<file path="src/rtl/capture_pkg.sv">
// capture_pkg: token types and widths shared by the video capture stream.
package capture_pkg;
    localparam int TOK_W = 5;
    typedef enum logic [1:0] {
        TOK_PIX   = 2'b00,
        TOK_EOL   = 2'b01,
        TOK_SOF   = 2'b10,
        TOK_BLANK = 2'b11
    } tok_type_t;
    typedef struct packed {
        tok_type_t  typ;
        logic [2:0] rgb;
    } token_t;
endpackage

</file>
<file path="src/rtl/capture_fifo.sv">
// capture_fifo: synchronous token FIFO; a write while full succeeds only if a read frees a slot.
module capture_fifo
    import capture_pkg::*;
#(
    parameter int DEPTH = 16
) (
    input  logic   clk,
    input  logic   reset,
    input  logic   wr,
    input  token_t din,
    input  logic   rd,
    output token_t dout,
    output logic   empty,
    output logic   full
);
    localparam int AW = $clog2(DEPTH);
    token_t mem [DEPTH];
    token_t last;
    logic [AW-1:0] wp, rp;
    logic [AW:0] cnt;
    logic do_rd, do_wr;
    assign empty = cnt == '0;
    assign full  = cnt == (AW+1)'(DEPTH);
    assign do_rd = rd & ~empty;
    assign do_wr = wr & (~full | do_rd);
    // Once drained, the output keeps showing the last token popped.
    assign dout  = empty ? last : mem[rp];
    always_ff @(posedge clk)
        if (do_wr) mem[wp] <= din;
    always_ff @(posedge clk) begin
        if (!reset) begin
            wp   <= '0;
            rp   <= '0;
            cnt  <= '0;
            last <= '0;
        end else begin
            if (do_wr) wp <= wp + 1'b1;
            if (do_rd) begin
                rp   <= rp + 1'b1;
                last <= mem[rp];
            end
            cnt <= cnt + {{AW{1'b0}}, do_wr} - {{AW{1'b0}}, do_rd};
        end
    end
endmodule

</file>
<file path="src/rtl/video_capture_stream.sv">
// video_capture_stream: turns hsync/vsync/rgb raster into SOF/pixel/EOL tokens behind a FIFO.
// Define CAPTURE_BLANK_EN to also emit blank tokens for line-active samples outside the frame.
module video_capture_stream
    import capture_pkg::*;
#(
    parameter int PIX_DIV    = 2,
    parameter int FIFO_DEPTH = 16,
    parameter int CW         = 16
) (
    input  logic             clk,
    input  logic             reset,
    input  logic             hsync,
    input  logic             vsync,
    input  logic [2:0]       rgb,
    output logic [TOK_W-1:0] out_data,
    output logic             out_valid,
    input  logic             out_ready,
    output logic [CW-1:0]    frame_cnt,
    output logic [CW-1:0]    line_pix,
    output logic [CW-1:0]    frame_lines,
    output logic             overflow
);
    localparam int PW = $clog2(PIX_DIV);
    logic hs_q, vs_q, hs_d, vs_d, low_seen, armed;
    logic [2:0] rgb_q;
    logic [PW-1:0] ph, ph_now;
    logic [CW-1:0] pix_run, line_run;
    logic sof, eol, pix, blk, nv, sv, hold_v, wr_v, empty, full;
    token_t first, second, hold, wr_tok, dout;
    always_comb begin
        ph_now = (hs_q & ~hs_d) ? '0 : ph;
        // low_seen forces a genuine vsync 0->1 after reset before the first frame.
        sof = vs_q & ~vs_d & low_seen;
        eol = armed & hs_d & ~hs_q & vs_q;
        pix = (armed | sof) & (ph_now == '0) & hs_q & vs_q;
`ifdef CAPTURE_BLANK_EN
        blk = armed & (ph_now == '0) & hs_q & ~vs_q;
`else
        blk = 1'b0;
`endif
        nv = sof | eol | pix | blk;
        sv = sof & (eol | pix);
        first.typ  = sof ? TOK_SOF : eol ? TOK_EOL : pix ? TOK_PIX : TOK_BLANK;
        first.rgb  = (!sof && !eol && pix) ? rgb_q : 3'd0;
        second.typ = eol ? TOK_EOL : TOK_PIX;
        second.rgb = eol ? 3'd0 : rgb_q;
    end
    always_ff @(posedge clk) begin
        if (!reset) begin
            {hs_q, vs_q, hs_d, vs_d, low_seen, armed} <= '0;
            rgb_q       <= '0;
            ph          <= '0;
            pix_run     <= '0;
            line_run    <= '0;
            frame_cnt   <= '0;
            line_pix    <= '0;
            frame_lines <= '0;
            overflow    <= 1'b0;
            hold_v      <= 1'b0;
            hold        <= '0;
            wr_v        <= 1'b0;
            wr_tok      <= '0;
        end else begin
            hs_q     <= hsync;
            vs_q     <= vsync;
            rgb_q    <= rgb;
            hs_d     <= hs_q;
            vs_d     <= vs_q;
            low_seen <= low_seen | ~vsync;
            armed    <= armed | sof;
            ph       <= (ph_now == PW'(PIX_DIV - 1)) ? '0 : ph_now + 1'b1;
            // A pending held token always goes first; the newest event then takes its place.
            wr_v   <= hold_v | nv;
            wr_tok <= hold_v ? hold : first;
            hold_v <= hold_v ? nv : sv;
            hold   <= hold_v ? first : second;
            if (sof) begin
                frame_cnt   <= frame_cnt + 1'b1;
                frame_lines <= line_run;
            end
            if (eol) line_pix <= pix_run;
            line_run <= sof ? '0 : eol ? line_run + 1'b1 : line_run;
            pix_run  <= eol ? '0 : pix ? pix_run + 1'b1 : pix_run;
            overflow <= overflow | (wr_v & full & ~(out_ready & out_valid));
        end
    end
    capture_fifo #(.DEPTH(FIFO_DEPTH)) u_fifo (
        .clk   (clk),
        .reset (reset),
        .wr    (wr_v),
        .din   (wr_tok),
        .rd    (out_ready),
        .dout  (dout),
        .empty (empty),
        .full  (full)
    );
    assign out_valid = ~empty;
    assign out_data  = dout;
endmodule

</file>
<file path="config.mk">
export PLATFORM = sky130hd
export DESIGN_NAME = video_capture_stream
export DESIGN_NICKNAME = d
export VERILOG_FILES = /design/src/rtl/capture_pkg.sv /design/src/rtl/capture_fifo.sv /design/src/rtl/video_capture_stream.sv
export SDC_FILE = /design/constraint.sdc
export NUM_CORES = 1
export LEC_CHECK = 0
export ABC_CLOCK_PERIOD_IN_PS = 3510
export CORE_MARGIN = 8
export CORE_UTILIZATION = 55
export DETAILED_ROUTE_END_ITERATION = 10
export GPL_TIMING_DRIVEN = 1
export PLACE_DENSITY = 0.74
export SLEW_MARGIN = 15
export SYNTH_ARGS = -nofsm -noshare
export SYNTH_HDL_FRONTEND = slang
export SYNTH_SLANG_ARGS = --single-unit
</file>
<file path="constraint.sdc">
create_clock -name clk -period 3.51 [get_ports clk]
set_input_delay 0.351 -clock clk [delete_from_list [all_inputs] [get_ports clk]]
set_output_delay 0.351 -clock clk [all_outputs]
set_load 0.02 [all_outputs]
</file>
==> results.sh <==
export IMPL_outcome="completed"
export IMPL_post_dp_cell_area_um2=9040
export IMPL_tns_ns=0
export IMPL_cts_repair_resized=1
export IMPL_hold_path_class="primary input to register"
export IMPL_worst_pin_slew_ns=0.834
export IMPL_peakVddDrop_uv=348
export IMPL_drc=0
export IMPL_drtIter0Drc=408
export IMPL_synth_ff_type="dfxtp_1"
export IMPL_finalMaxSlewViolations=0
export IMPL_syn2layout_area_growth_pct=18.1
export IMPL_routed_wl_mm=18.0
export IMPL_ys_types=51
export IMPL_finalHoldViolations=0
export IMPL_crit_required_ns=3.16
export IMPL_place_congestion=0.853
export IMPL_cts_tree="done"
export IMPL_grt_total_usage=0.186
export IMPL_synth_top_area_frac=0.302
export IMPL_dieArea_um2=19300
export IMPL_grt_antenna_before_repair=0
export IMPL_finalInstanceArea_um2=9790
export IMPL_rows=45
export IMPL_synthTopCellsByArea="dfxtp_1 30%, edfxtp_1 29%, nand2_1 4.6%"
export IMPL_setup_viol=0
export IMPL_cp_arrival_ns=2.98
export IMPL_syn_area_um2=8290
export IMPL_cts_root_buf="clkbuf_16"
export IMPL_num_vias=5936
export IMPL_clkTransAtPathRegs_ns=0.06
export IMPL_die_height_um=139
export IMPL_globalRouteMet3Util=0.0420
export IMPL_skew_ns=0.0177
export IMPL_fin_ws_ns=0.182
export IMPL_cts_buffers=22
export IMPL_via_per_inst=5.82
export IMPL_end_kind="output port"
export IMPL_syn_inst=763
export IMPL_detailed_place_hpwl_mm=12.3
export IMPL_grt_ovfl_total=0
export IMPL_max_freq_ghz=0.301
export IMPL_whs_ns=0.420
export IMPL_synth_area_leader_cell="dfxtp_1"
export IMPL_cap_violations=0
export IMPL_drtAntennaViolNets=0
export IMPL_ios=63
export IMPL_gr_usage_met2=0.333
export IMPL_post_route_period_util=0.948
export IMPL_grt_pass1_vias=5998
export IMPL_syn_area_per_cell_um2=10.9
export IMPL_portBuffers=62
export IMPL_start_util=0.553
export IMPL_drive_gt1_frac=0.0709
export IMPL_grt_met1_usage=0.223
export IMPL_antennaDiodeCount=0
export IMPL_place_ws_ns=0.446
export IMPL_htreeDepth=1
export IMPL_clock_sinks=205
export IMPL_routedWlPerCell_um=17.7
export IMPL_die_width_um=139
export IMPL_rsz0062_at_grt="false"
export IMPL_n_fill_cell=1116
export IMPL_clkLatencyLatePin_ns=0.50
export IMPL_grt_pass1_wl_mm=30.2
export IMPL_first_pass_iters=5
export IMPL_ys_ff_latch=205
export IMPL_maxSlewHeadroom=0.439
export IMPL_grt_busiest_layer="met2"
export IMPL_coreArea_um2=15000
export IMPL_p_leak_uw=0.00329
export IMPL_nNetsFinal=838
export IMPL_critPathLaunchType="register"
export IMPL_grt_max_degree=44
export IMPL_hold_buffers=0
export IMPL_clockBufferDepth=3
export IMPL_crit_type="register to output port"
export IMPL_worstPathMaxFanout=16
export IMPL_finalCriticalPeriod_ns=3.33
export IMPL_ys_seq_area_frac=0.592
export IMPL_cts_setup_buffers=0
export IMPL_yosysWarningCount=0
export IMPL_synth_edf_count=80
export IMPL_async_flop_share=0
export IMPL_power_density_nw_per_um2=588
export IMPL_syn_num_nets=785
sequential cells by signal, summed over array words and instances (netlist names), 3 cells and up, named ones only:
| name | cells |
|---|---|
| u_fifo.mem | 80 |
| frame_cnt | 16 |
| frame_lines | 16 |
| line_pix | 16 |
| line_run | 16 |
| pix_run | 16 |
| hold | 5 |
| u_fifo.cnt | 5 |
| u_fifo.last | 5 |
| wr_tok | 5 |
| u_fifo.rp | 4 |
| u_fifo.wp | 4 |
| rgb_q | 3 |
cell type report:
cell class | instances | area, um2 | area share
Sequential cell | 205 | 4910 | 0.501
Multi-Input combinational cell | 496 | 3130 | 0.320
Timing Repair Buffer | 71 | 688 | 0.0703
Clock buffer | 32 | 669 | 0.0684
Tap cell | 188 | 235 | 0.0240
Clock inverter | 8 | 81.3 | 0.00831
Inverter | 20 | 75.1 | 0.00767
cells in the mapped netlist (all sizes together) (8+ instances only):
| cell type | n |
|---|---|
| xnor2 | 15 |
| edfxtp | 80 |
| nand2 | 102 |
| dfxtp | 125 |
| and2 | 18 |
| xor2 | 15 |
| mux2i | 30 |
| inv | 20 |
| nand4 | 14 |
| mux4 | 8 |
| or3 | 17 |
| o21ai | 16 |
| nand2b | 9 |
| nor2 | 67 |
| buf | 20 |
| clkbuf | 22 |
| nand3 | 21 |
| a21oi | 63 |
| ha | 13 |
metal layers:
metal,vias up,wire [um],share of wire
li1,2860,-,-
met1,2890,7560,0.42
met2,160,9110,0.50
met3,26,1100,0.061
met4,0,272,0.015
met5,-,0,0
worst max-delay path, cell delays in order, from the launching register on:
cell             delay [ns]
dfxtp_1                0.75
mux4_2                 0.61
nand2b_1               0.16
a2bb2oi_1              0.29
a21oi_1                0.11
clkdlybuf4s50_1        0.55
power breakdown:
part	internal, uW	total, uW	switching, uW
registers	2540	2650	111
clock network	1400	2320	920
logic	375	783	409
total	4310	5750	1440
path summary, 6_finish.rpt:
| path | endpoint | slack (ns) | from | cells after the start |
|---|---|---|---|---|
| worst max-delay path | out_data[0] | 0.18 | register | 5 |
| worst min-delay path | rgb_q[2] | 0.42 | rgb[2] | 2 |
| worst min register to register | ph | 0.43 | ph | 1 |
| worst max register to register | u_fifo.cnt[4] | 0.43 | u_fifo.cnt[2] | 14 |
cell usage in the layout, fill, tap and decap left out, types with 8 or more instances in the layout:
| master | instances |
|---|---|
| nor2_1 | 67 |
| a21oi_1 | 63 |
| mux4_2 | 8 |
| xor2_1 | 15 |
| dfxtp_1 | 124 |
| clkdlybuf4s50_1 | 62 |
| and2_1 | 18 |
| nand2b_1 | 9 |
| o21ai_0 | 16 |
| mux2i_1 | 30 |
| buf_4 | 9 |
| edfxtp_1 | 80 |
| nand4_1 | 14 |
| nand2_1 | 102 |
| clkbuf_16 | 23 |
| ha_1 | 13 |
| inv_1 | 19 |
| xnor2_1 | 15 |
| nand3_1 | 20 |
| or3_1 | 16 |
per-stage QoR:
stage	instances	total power [uW]	util
CTS	1020	5800	0.654
detailed placement	980	3480	0.603
finish	1020	5750	0.654
floorplan	763	3230	-
global placement	980	3440	0.603
global route	1020	5990	0.654
cell families after synthesis:
group | after synthesis | synth area share
compound gates | 128 | 0.0977
xor+xnor | 30 | 0.0317
fa+ha+maj | 14 | 0.0220
buf+inv | 62 | 0.0303
flops | 205 | 0.592
mux | 38 | 0.0580
simple gates | 286 | 0.169
Note: power is estimated with default switching activity, not from simulation.
